===== src/rtl/bch_root_collector_p16.sv =====
// Collects zero flags from the 16-parallel Chien search, emits per-beat error masks,
// and compares the codeword root count against the error-locator degree.
module bch_root_collector_p16 #(
  parameter int M         = 13,
  parameter int P         = 16,
  parameter int NUM_BEATS = 512,
  parameter int IDX_W     = 9
) (
  input  logic             clk,
  input  logic             reset,
  input  logic             start,
  input  logic [3:0]       lambda_deg,
  input  logic             sigma_valid,
  input  logic [P*M-1:0]   sigma_flat,
  output logic             err_valid,
  output logic [P-1:0]     err_mask,
  output logic [IDX_W-1:0] err_index,
  output logic [4:0]       root_cnt,
  output logic             busy,
  output logic             done,
  output logic             decode_fail
);

  typedef enum logic [1:0] {IDLE, COLLECT, FINAL} state_e;

  state_e           state_q, state_d;
  logic [IDX_W-1:0] beat_q, beat_d;
  logic [IDX_W-1:0] err_index_q, err_index_d;
  logic [3:0]       deg_q, deg_d;
  logic [4:0]       root_cnt_q, root_cnt_d;
  logic             err_valid_q, err_valid_d;
  logic [P-1:0]     err_mask_q, err_mask_d;
  logic             done_q, done_d;
  logic             decode_fail_q, decode_fail_d;

  logic [P-1:0]     zero_hit;
  logic [4:0]       hit_cnt;
  logic [5:0]       cnt_sum;

  // Plain M-bit zero detect per lane; a zero evaluation marks a root of sigma.
  always_comb begin
    zero_hit = '0;
    hit_cnt  = '0;
    for (int i = 0; i < P; i++) begin
      zero_hit[i] = (sigma_flat[i*M +: M] == '0);
      hit_cnt     = hit_cnt + 5'(zero_hit[i]);
    end
    cnt_sum = {1'b0, root_cnt_q} + {1'b0, hit_cnt};
  end

  // NOTE: every _d signal gets its hold/default value first so no path through
  // the case statement leaves one unassigned, which would infer a latch.
  always_comb begin
    state_d       = state_q;
    beat_d        = beat_q;
    err_index_d   = err_index_q;
    deg_d         = deg_q;
    root_cnt_d    = root_cnt_q;
    err_valid_d   = 1'b0;
    err_mask_d    = '0;
    done_d        = 1'b0;
    decode_fail_d = decode_fail_q;

    unique case (state_q)
      IDLE: begin
        if (start) begin
          deg_d         = lambda_deg;
          root_cnt_d    = '0;
          beat_d        = '0;
          decode_fail_d = 1'b0;
          state_d       = COLLECT;
        end
      end
      COLLECT: begin
        if (sigma_valid) begin
          err_valid_d = 1'b1;
          err_mask_d  = zero_hit;
          err_index_d = beat_q;
          root_cnt_d  = (cnt_sum > 6'd31) ? 5'd31 : cnt_sum[4:0];
          if (beat_q == IDX_W'(NUM_BEATS - 1)) begin
            beat_d  = '0;
            state_d = FINAL;
          end else begin
            beat_d = beat_q + IDX_W'(1);
          end
        end
      end
      FINAL: begin
        // root_cnt_q already includes the last beat accepted on the previous edge.
        done_d        = 1'b1;
        decode_fail_d = (root_cnt_q != {1'b0, deg_q});
        state_d       = IDLE;
      end
      default: state_d = IDLE;
    endcase
  end

  // NOTE: sequential state uses non-blocking assignments so every flop samples
  // the pre-edge values regardless of statement order.
  always_ff @(posedge clk) begin
    if (reset) begin
      state_q       <= IDLE;
      beat_q        <= '0;
      err_index_q   <= '0;
      deg_q         <= '0;
      root_cnt_q    <= '0;
      err_valid_q   <= 1'b0;
      err_mask_q    <= '0;
      done_q        <= 1'b0;
      decode_fail_q <= 1'b0;
    end else begin
      state_q       <= state_d;
      beat_q        <= beat_d;
      err_index_q   <= err_index_d;
      deg_q         <= deg_d;
      root_cnt_q    <= root_cnt_d;
      err_valid_q   <= err_valid_d;
      err_mask_q    <= err_mask_d;
      done_q        <= done_d;
      decode_fail_q <= decode_fail_d;
    end
  end

  assign err_valid   = err_valid_q;
  assign err_mask    = err_mask_q;
  assign err_index   = err_index_q;
  assign root_cnt    = root_cnt_q;
  assign busy        = (state_q == COLLECT) || (state_q == FINAL);
  assign done        = done_q;
  assign decode_fail = decode_fail_q;

endmodule


===== config.mk =====
export PLATFORM = sky130hd
export DESIGN_NAME = bch_root_collector_p16
export DESIGN_NICKNAME = d
export VERILOG_FILES = /design/src/rtl/bch_root_collector_p16.sv
export SDC_FILE = /design/constraint.sdc
export NUM_CORES = 1
export LEC_CHECK = 0
export ABC_AREA = 1
export BUFFER_PORTS_ARGS = -buffer_cell sky130_fd_sc_hd__buf_2
export CAP_MARGIN = 20
export CORE_AREA = 2 2 97 99
export DETAILED_ROUTE_END_ITERATION = 8
export DIE_AREA = 0 0 99 101
export PLACE_DENSITY = 0.81
export SLEW_MARGIN = 15
export SYNTH_ARGS = -nofsm -noshare
export SYNTH_HDL_FRONTEND = slang
export SYNTH_SLANG_ARGS = --single-unit

===== constraint.sdc =====
create_clock -name clk -period 11.29 [get_ports clk]
set_input_delay 2.258 -clock clk [delete_from_list [all_inputs] [get_ports clk]]
set_output_delay 2.258 -clock clk [all_outputs]
set_load 0.05 [all_outputs]

After elaboration in Yosys (flattened, before gate mapping)
Cells that the tools add are included.
Widths: inputs -> output; s select.
{"block": "op_classes", "magnitude_cmp": 1, "n_mux": 16, "n_bitwise": 2, "eq_ne": 7, "n_reduce_logical": 27, "n_addsub": 17}
{"op": "$logic_not 13->1", "count": 16}
{"op": "$add 5x1->5", "count": 11}
{"op": "$mux 9", "count": 3}
{"op": "$pmux 9 s2", "count": 1}
{"op": "$mux 5", "count": 3}
{"op": "$pmux 5 s2", "count": 1}
{"op": "$add 9x1->9 const B", "count": 1}
{"op": "$eq 9x9->1 const B", "count": 1}
{"op": "$add 5x5->6", "count": 1}
{"op": "$gt 6x5->1 const B", "count": 1}
{"op": "$mux 2", "count": 3}
{"op": "$ne 2x2->1 const B", "count": 3}
{"op": "$reduce_and 2->1", "count": 3}
{"op": "$reduce_and 3->1", "count": 2}
{"op": "$add 4x1->5", "count": 1}
{"op": "$ne 5x4->1", "count": 1}
{"op": "$add 3x1->4", "count": 1}
{"op": "$pmux 2 s2", "count": 1}
{"op": "$reduce_bool 2->1", "count": 2}
{"op": "$add 2x1->3", "count": 1}
{"op": "$mux 1", "count": 3}
{"op": "$reduce_or 3->1", "count": 1}
{"op": "$add 1x1->2", "count": 1}
{"op": "$eq 2x1->1 const B", "count": 1}
{"op": "other kinds (6)", "count": 7}
{"block": "totals", "in_bits": 216, "word_cells": 79, "reg_bits": 48, "out_inout_bits": 34}

Depth between registers and ports, before layout
Gate-level depths: netlist of run 1.
{"block": "depth", "word_depth": 21, "depth_mapped": 20, "mapped_depth_nobuf": 20}

Least setup slack after synthesis of run 1
OpenSTA, ideal clock, no wires.
{"block": "synth_timing", "path_kind": "input-to-reg", "from": "input port sigma_flat[157]", "to": "register root_cnt_q[4] (netlist: root_cnt[4])", "arrival_ps": 5678, "t_required_ps": 11158, "stages": 18, "slack_ps": 5480, "cell_sequence": "nor4_1 > nand4_1 > fa_1 > fa_1 > fa_1 > fa_1 > inv_1 > fa_1 > inv_1 > fa_1 > inv_1 > nand2_1 > nand2_1 > nand3_1 > nand2_1 > nand2_1 > nand2_1 > a21oi_1"}
{"block": "synth_via", "elab_chain_len": 10}
{"element": "start, declared", "line_no": "14", "rtl": "input logic [P*M-1:0] sigma_flat,"}
{"element": "$logic_not 13->1 *", "line_no": "45", "rtl": "zero_hit[i] = (sigma_flat[i*M +: M] == '0);"}
{"element": "$add 5x1->5 * (4 in a row)", "line_no": "46", "rtl": "hit_cnt = hit_cnt + 5'(zero_hit[i]);"}
{"element": "$add 5x5->6 *", "line_no": "48", "rtl": "cnt_sum = {1'b0, root_cnt_q} + {1'b0, hit_cnt};"}
{"element": "$gt 6x5->1", "line_no": "79", "rtl": "root_cnt_d = (cnt_sum > 6'd31) ? 5'd31 : cnt_sum[4:0];"}
{"element": "$mux 5 *", "line_no": "79"}
{"element": "$mux 5 *", "line_no": "75", "rtl": "if (sigma_valid) begin"}
{"element": "$pmux 5 s2 *", "line_no": "64", "rtl": "unique case (state_q)"}
{"element": "end signal, assigned", "line_no": "116", "rtl": "root_cnt_q <= root_cnt_d;"}
{"element": "end, declared", "line_no": "30", "rtl": "logic [4:0] root_cnt_q, root_cnt_d;"}
Every way passes the cells marked *; elsewhere a longest branch is shown, timed or not. The select of a mux whose other input is x is not followed.
A chain may end at the register's enable or synchronous reset.

Worst setup path after layout of run 1
{"block": "layout_timing", "from": "input port sigma_flat[9]", "to": "register root_cnt_q[4] (netlist: root_cnt[4])"}
{"block": "layout_via", "elab_chain_len": 21}
{"element": "$logic_not 13->1 *", "line_no": "45"}
{"element": "via zero_hit[0]", "line_no": "36", "rtl": "logic [P-1:0] zero_hit;"}
{"element": "$add 1x1->2 *", "line_no": "46"}
{"element": "$add 2x1->3 *", "line_no": "46"}
{"element": "$add 3x1->4 *", "line_no": "46"}
{"element": "$add 4x1->5 *", "line_no": "46"}
{"element": "$add 5x1->5 * (11 in a row)", "line_no": "46"}
{"element": "$add 5x5->6 *", "line_no": "48"}
{"element": "$gt 6x5->1", "line_no": "79"}
{"element": "$mux 5 *", "line_no": "79"}
{"element": "$mux 5 *", "line_no": "75"}
{"element": "$pmux 5 s2 *", "line_no": "64"}
The timed path passes the listed nets; every way through them passes the cells marked *. The select of a mux whose other input is x is not followed.

==> results of run 1 <==
worst paths after layout:
path                                                  to  cells past startpoint  slack [ns]                      from
worst max-delay path            root_cnt[4]$_SDFFE_PP0P_                     21        5.45             sigma_flat[9]
worst min-delay path              beat_q[6]$_SDFFE_PP0P_                      2        0.48    beat_q[6]$_SDFFE_PP0P_
worst max register to register  root_cnt[4]$_SDFFE_PP0P_                     17        7.53  root_cnt[0]$_SDFFE_PP0P_
worst min register to register    beat_q[6]$_SDFFE_PP0P_                      2        0.48    beat_q[6]$_SDFFE_PP0P_
metal layers:
metal,GRT usage,vias up,share of wire
li1,-,1864,-
met2,0.326,177,0.45
met5,0,-,0
met1,0.246,1535,0.44
met3,0.0388,16,0.087
met4,0.0516,0,0.017
power groups by stage:
stage          Combinational (uW)  Clock, uW  Sequential, uW
4_1_cts                       199        118             197
3_5_place_dp                  198          0             201
3_3_place_gp                  196          0             201
6_report                      198        112             197
2_1_floorplan                 104          0             234
5_1_grt                       218        124             200
cell families after synthesis:
logic type	after synthesis
simple gates	235
xor+xnor	2
buf+inv	55
fa+ha+maj	25
flops	48
compound gates	46
flip-flops by register name, summed over array words and instances (netlist names):
| register | count |
|---|---|
| err_valid | 1 |
| decode_fail | 1 |
| err_mask | 16 |
| err_index | 9 |
| root_cnt | 5 |
| state_q | 2 |
| deg_q | 4 |
| beat_q | 9 |
| done | 1 |
cells in the final DEF, fill, tap and decap left out, drive strengths merged:
cell type,n
or2,2
dfxtp,48
clkbuf,6
o21ai,18
xor2,2
a21oi,25
a31oi,1
ha,13
o211ai,2
nor2,88
nand3,22
fa,12
inv,50
nor3,18
nand3b,1
buf,249
nor4,25
clkinv,1
nand4,11
diode,1
nand2,68
cell type report:
cell class | instances | area (um2) | area share
clock buffers | 6 | 82.6 | 0.0190
flip-flops and latches | 48 | 961 | 0.221
repair buffers | 249 | 1250 | 0.287
diodes | 1 | 2.50 | 0.000576
inverters | 49 | 184 | 0.0423
multi-input cells | 308 | 1720 | 0.395
clock inverters | 2 | 13.8 | 0.00317
well taps | 111 | 139 | 0.0320
stage by stage:
stage	setup WS [ns]	std cells
floorplan	5.48	411
global placement	5.12	765
detailed placement	5.07	765
CTS	5.38	773
global route	5.10	773
finish	5.45	774
critical path: cells and delay by family:
family	cells	cell delay, ns
and+or+nand+nor	9	0.79
buffers and inverters	5	0.43
AOI/OAI and AO/OA	1	0.12
adders and majority gates	6	2.47
==> metrics.yaml, run 1 <==
run_status:
  status: "completed"
clocking:
  cts.sinks: 48
  ctsHtreeMaxLevel: 2
  path_clk_slew_ns: 0.09
  numCtsBuffers: 5
  ctsHoldBuffers: 0
  cts_resized: 0
  cts_setup_buffers: 0
  clk_latency_ns: 0.31
  root_buffer: "clkbuf_8"
  clockBufferDepth: 2
  cts_tree: "built"
run:
  maxCapViolCount: 0
pwr:
  p_leak_uw: 0.00230
  intPower_uw: 305
  p_seq_frac: 0.389
  switchingPower_uw: 202
  p_clk_frac: 0.222
  p_per_area_mw_per_mm2: 117
  vdd.ir_drop.worst_mv: 0.100
  power.total_uw: 507
  swShare: 0.399
  p_comb_frac: 0.390
synth:
  synth_top_family_by_area: "simple AND/OR/NAND/NOR gates"
  synth_cells: 411
  yosys.cell_types.count: 29
  async_reset_ff_frac: 0
  synth_area_mm2: 0.00290
  netlist_top_cells_area: "dfxtp_1 33%, nor2_1 11%, nand2_1 8.6%, fa_1 8.3%, inv_1 6.1%"
  muxShareOfSynthArea: 0
  yosys_warnings: 0
  syn-num-nets: 652
  synth_common_cells: "87 x nor2_1, 66 x nand2_1, 48 x dfxtp_1"
  synth-xor-area-share: 0.00605
  ys.flop_type: "dfxtp_1"
  ys_seq_elements: 48
  synthAdderAreaFrac: 0.139
  yosysTopAreaCell: "dfxtp_1"
  syn_area_per_cell_um2: 7.04
  synth_top_area_frac: 0.332
  yosysMostFrequentCell: "nor2_1"
  synth-simple-area-share: 0.363
  synth_compound_area_frac: 0.0843
  ys_seq_area_frac: 0.332
  synth_edf_count: 0
critical_path:
  slowest_stage: "fa_1"
  crit_type: "input port to flip-flop"
  crit_chain: "buf_2 > nor2_1 > nand2_1 > nor3_1 > fa_1 > inv_1 > fa_1 > fa_1 > fa_1 > inv_1 > fa_1 > inv_1 > fa_1 > inv_1 > nand2_1 > nand2_1 > nand3_1 > nand2_1 > nand2_1 > nand2_1 > a21oi_1"
  endpoint_kind: "flip-flop"
  crit_path_max_incr_delay_ns: 0.49
  crit_arrival_ns: 6.08
  cp_max_fo: 2
  critPathLaunchType: "input port"
  cp.required_ns: 11.53
place:
  numPortBuffers: 249
  place_congestion: 0.912
  post_dp_cell_area_mm2: 0.00425
  dp_hpwl_mm: 8.41
die:
  fp.dieW_um: 99
  rows: 35
  core-area_mm2: 0.00898
  die_area_mm2: 0.0100
  start_util: 0.323
  die_h_um: 101
  num_io_pins: 250
timing:
  rsz0062_at_grt: "false"
  maxSlewHeadroom: 0.636
  hold_slack_ns: 0.476
  tightest_slew_ns: 0.541
  drv_slew: 0
  fin_crit_sh: 0.517
  worst_clock_skew_ns: 0.00639
  report.final.hold_viol_count: 0
  fin_setup_tns_ns: 0
  setup_viol: 0
  max_freq_mhz: 171
  period_minus_slack_ns: 5.84
detailed_routing:
  wire_per_inst_um: 12.6
  drt_wl_total_mm: 9.79
  vias: 3592
  drt_iter0_drc: 101
  routed_via_density: 4.64
  drc: 0
  ant_nets: 0
  dr.pass1.iters: 4
grt:
  antenna_found_initial: 0
  grt_overflow: 0
  grtUsageTotal: 0.191
  grt_pass1_wl_mm: 15.3
  grt_pass1_vias: 3390
  grt_max_degree: 18
layout:
  drive_gt1_frac: 0.402
  fin_area_mm2: 0.00434
  syn_to_final_growth_pct: 50.0
  fill_cells: 921
  fin_util: 0.484
  nNetsFinal: 902
min_path:
  min_path_type: "flip-flop to flip-flop"
No activity file was read; power rests on OpenSTA's default activity.
==> inputs of run 2 (changes only) <==
--- a/config.mk
+++ b/config.mk
@@ -11,7 +11,7 @@
 export CORE_AREA = 2 2 97 99
 export DETAILED_ROUTE_END_ITERATION = 8
 export DIE_AREA = 0 0 99 101
-export PLACE_DENSITY = 0.81
+export PLACE_DENSITY = 0.84
 export SLEW_MARGIN = 15
 export SYNTH_ARGS = -nofsm -noshare
 export SYNTH_HDL_FRONTEND = slang
==> constraint.sdc (replaced) <==
create_clock -name clk -period 5.05 [get_ports clk]
set_input_delay 1.01 -clock clk [delete_from_list [all_inputs] [get_ports clk]]
set_output_delay 1.01 -clock clk [all_outputs]
set_load 0.05 [all_outputs]
==> run 2 against run 1 <==
  * Sequential power is 120% higher
  * Register-to-register slack lost 6.3 ns
  * First-iteration DRC count rose by 50%
  * Critical endpoint unchanged
==> metrics.yaml, run 2 (same netlist as run 1, synthesis figures left out) <==
clocking:
  cts_setup_buffers: 0  # unchanged
  clockBufferDepth: 2  # unchanged
  ctsHtreeMaxLevel: 2  # unchanged
  ctsHoldBuffers: 0  # unchanged
  path_clk_slew_ns: 0.09  # about the same
  numCtsBuffers: 5  # unchanged
  cts.sinks: 48  # unchanged
  cts_resized: 0  # unchanged
  cts_tree: "built"
  clk_latency_ns: 0.30  # about the same
  root_buffer: "clkbuf_8"
grt:
  grt_max_degree: 18  # unchanged
  grtUsageTotal: 0.198  # +0.00739
  grt_pass1_vias: 3370  # -0.59%
  grt_overflow: 0  # unchanged
  antenna_found_initial: 4  # +4
  grt_pass1_wl_mm: 15.7  # +2.7%
critical_path:
  reg2reg_slack_ns: 1.23  # -6.30 ns
  slowest_stage: "fa_1"
  crit_path_max_incr_delay_ns: 0.60  # +0.11 ns
  crit_type: "input port to flip-flop"
  cp.required_ns: 5.24  # -6.29 ns
  crit_chain: "buf_2 > nor4_1 > nand4_1 > fa_1 > fa_1 > fa_1 > fa_1 > inv_1 > fa_1 > inv_1 > fa_1 > inv_1 > nand2_1 > nand2_1 > nand3_1 > nand2_1 > nand2_1 > nand2_1 > a21oi_1"
  endpoint_kind: "flip-flop"
  r2r_start: "root_cnt[0]$_SDFFE_PP0P_"
  r2r_cells: 17  # unchanged
  critPathLaunchType: "input port"
  crit_arrival_ns: 4.86  # -1.22 ns
  r2r-end: "root_cnt[4]$_SDFFE_PP0P_"
  crit_top_cell: "fa_1"
  cp_max_fo: 2  # unchanged
layout:
  final_common_cell: "buf_2"
  fin_util: 0.486  # +0.00167
  multiInputGateArea_mm2: 0.00172  # unchanged
  syn_to_final_growth_pct: 50.6
  nNetsFinal: 905  # +0.33%
  instances_no_fill: 775  # +0.13%
  drive_gt1_frac: 0.404  # +0.00180
  largest_reg_flops: 16  # unchanged
  fill_cells: 905  # -1.7%
  antenna_cells: 0  # -1
  mostFrequentLayoutCells: "249 x buf_2, 87 x nor2_1, 66 x nand2_1"
  register_area_um2: 961  # unchanged
die:
  die_h_um: 101  # unchanged
  num_io_pins: 250  # unchanged
  core-area_mm2: 0.00898  # unchanged
  die_area_mm2: 0.0100  # unchanged
  fp.dieW_um: 99  # unchanged
  start_util: 0.323  # unchanged
  rows: 35  # unchanged
timing:
  report.final.hold_viol_count: 0  # unchanged
  setup_viol: 0  # unchanged
  tightest_slew_ns: 0.463  # -0.0773 ns
  period_minus_slack_ns: 4.67
  fin_setup_tns_ns: 0  # unchanged
  fin_crit_sh: 0.925
  worst_clock_skew_ns: 0.00265  # -0.00374 ns
  max_freq_mhz: 214
  maxSlewHeadroom: 0.691  # +0.0545
  hold_slack_ns: 0.479  # +0.00287 ns
  rsz0062_at_grt: "false"
  drv_slew: 0  # unchanged
place:
  dp_hpwl_mm: 8.66  # +3.0%
  place_congestion: 0.907  # -0.56%
  numPortBuffers: 249  # unchanged
  dp.cells: 768  # +0.39%
min_path:
  hold_depth: 2  # unchanged
  whs_endpoint: "deg_q[1]$_SDFFE_PP0P_"
  min_path_type: "flip-flop to flip-flop"
  min_from: "deg_q[1]$_SDFFE_PP0P_"
pwr:
  p_per_area_mw_per_mm2: 258  # +120%
  vdd.ir_drop.worst_mv: 0.188  # +88%
  p_leak_uw: 0.00231  # +0.46%
detailed_routing:
  dr.pass1.iters: 4  # unchanged
  drt_iter0_drc: 151  # +50%
  routed_via_density: 4.64  # about the same
  wire_per_inst_um: 13.0  # +2.8%
  drc: 0  # unchanged
  vias: 3599  # +0.19%
  ant_nets: 0  # unchanged
  drt_wl_total_mm: 10.1  # +2.9%
run:
  maxCapViolCount: 0  # unchanged
run_status:
  status: "completed"
[run 2: cell types whose count changed in the layout (fill, tap and decap cells not counted), sizes merged]
cell,change
buf,+3
inv,-1
diode,-1
[run 2: area by class of cell]
cell class / count / area share
clock buffer: 6 / 0.0189
clock inverter: 1 / 0.00201
inverter: 49 / 0.0422
multi-input combinational: 308 / 0.394
sequential: 48 / 0.220
tap: 111 / 0.0319
timing repair buffer: 252 / 0.291
[run 2: per-layer routing]
layer  GRT usage  up-vias  wire length, um
met5           0        -               54
met4      0.0464        8              131
met3      0.0631       19             1030
met2       0.334      183             4470
met1       0.249     1528             4390
li1            -     1861                -
[run 2: power breakdown]
group / switching, uW / internal [uW] / total [uW]
logic: 290 / 149 / 438
registers: 21.5 / 420 / 442
clock network: 134 / 110 / 243
total: 445 / 679 / 1120
[run 2: per-stage QoR]
stage | setup slack (ns) | area, um2 | power [uW]
final | 0.378 | 4360 | 1120
after global routing | 0.136 | 4360 | 1200
after CTS | 0.359 | 4360 | 1140
after detailed placement | 0.0880 | 4270 | 890
after global placement | 0.153 | 4270 | 885
after floorplan | 0.488 | 2900 | 754
[run 2: worst max path at each step]
| stage | startpoint | endpoint |
|---|---|---|
| after global routing | sigma_flat[157] | root_cnt[4]$_SDFFE_PP0P_ |
| after global placement | sigma_flat[163] | root_cnt[4]$_SDFFE_PP0P_ |
| final | sigma_flat[157] | root_cnt[4]$_SDFFE_PP0P_ |
| after detailed placement | sigma_flat[3] | root_cnt[4]$_SDFFE_PP0P_ |
| after CTS | sigma_flat[3] | root_cnt[4]$_SDFFE_PP0P_ |
| after floorplan | sigma_flat[157] | root_cnt[4]$_SDFFE_PP0P_ |
[run 2: critical path: cells and delay by family]
| family | cells | cell delay, ns |
|---|---|---|
| adder cells (fa/ha/maj) | 6 | 2.52 |
| AND/OR/NAND/NOR | 8 | 0.95 |
| AO/OA/AOI/OAI | 1 | 0.06 |
| buffers and inverters | 4 | 0.32 |
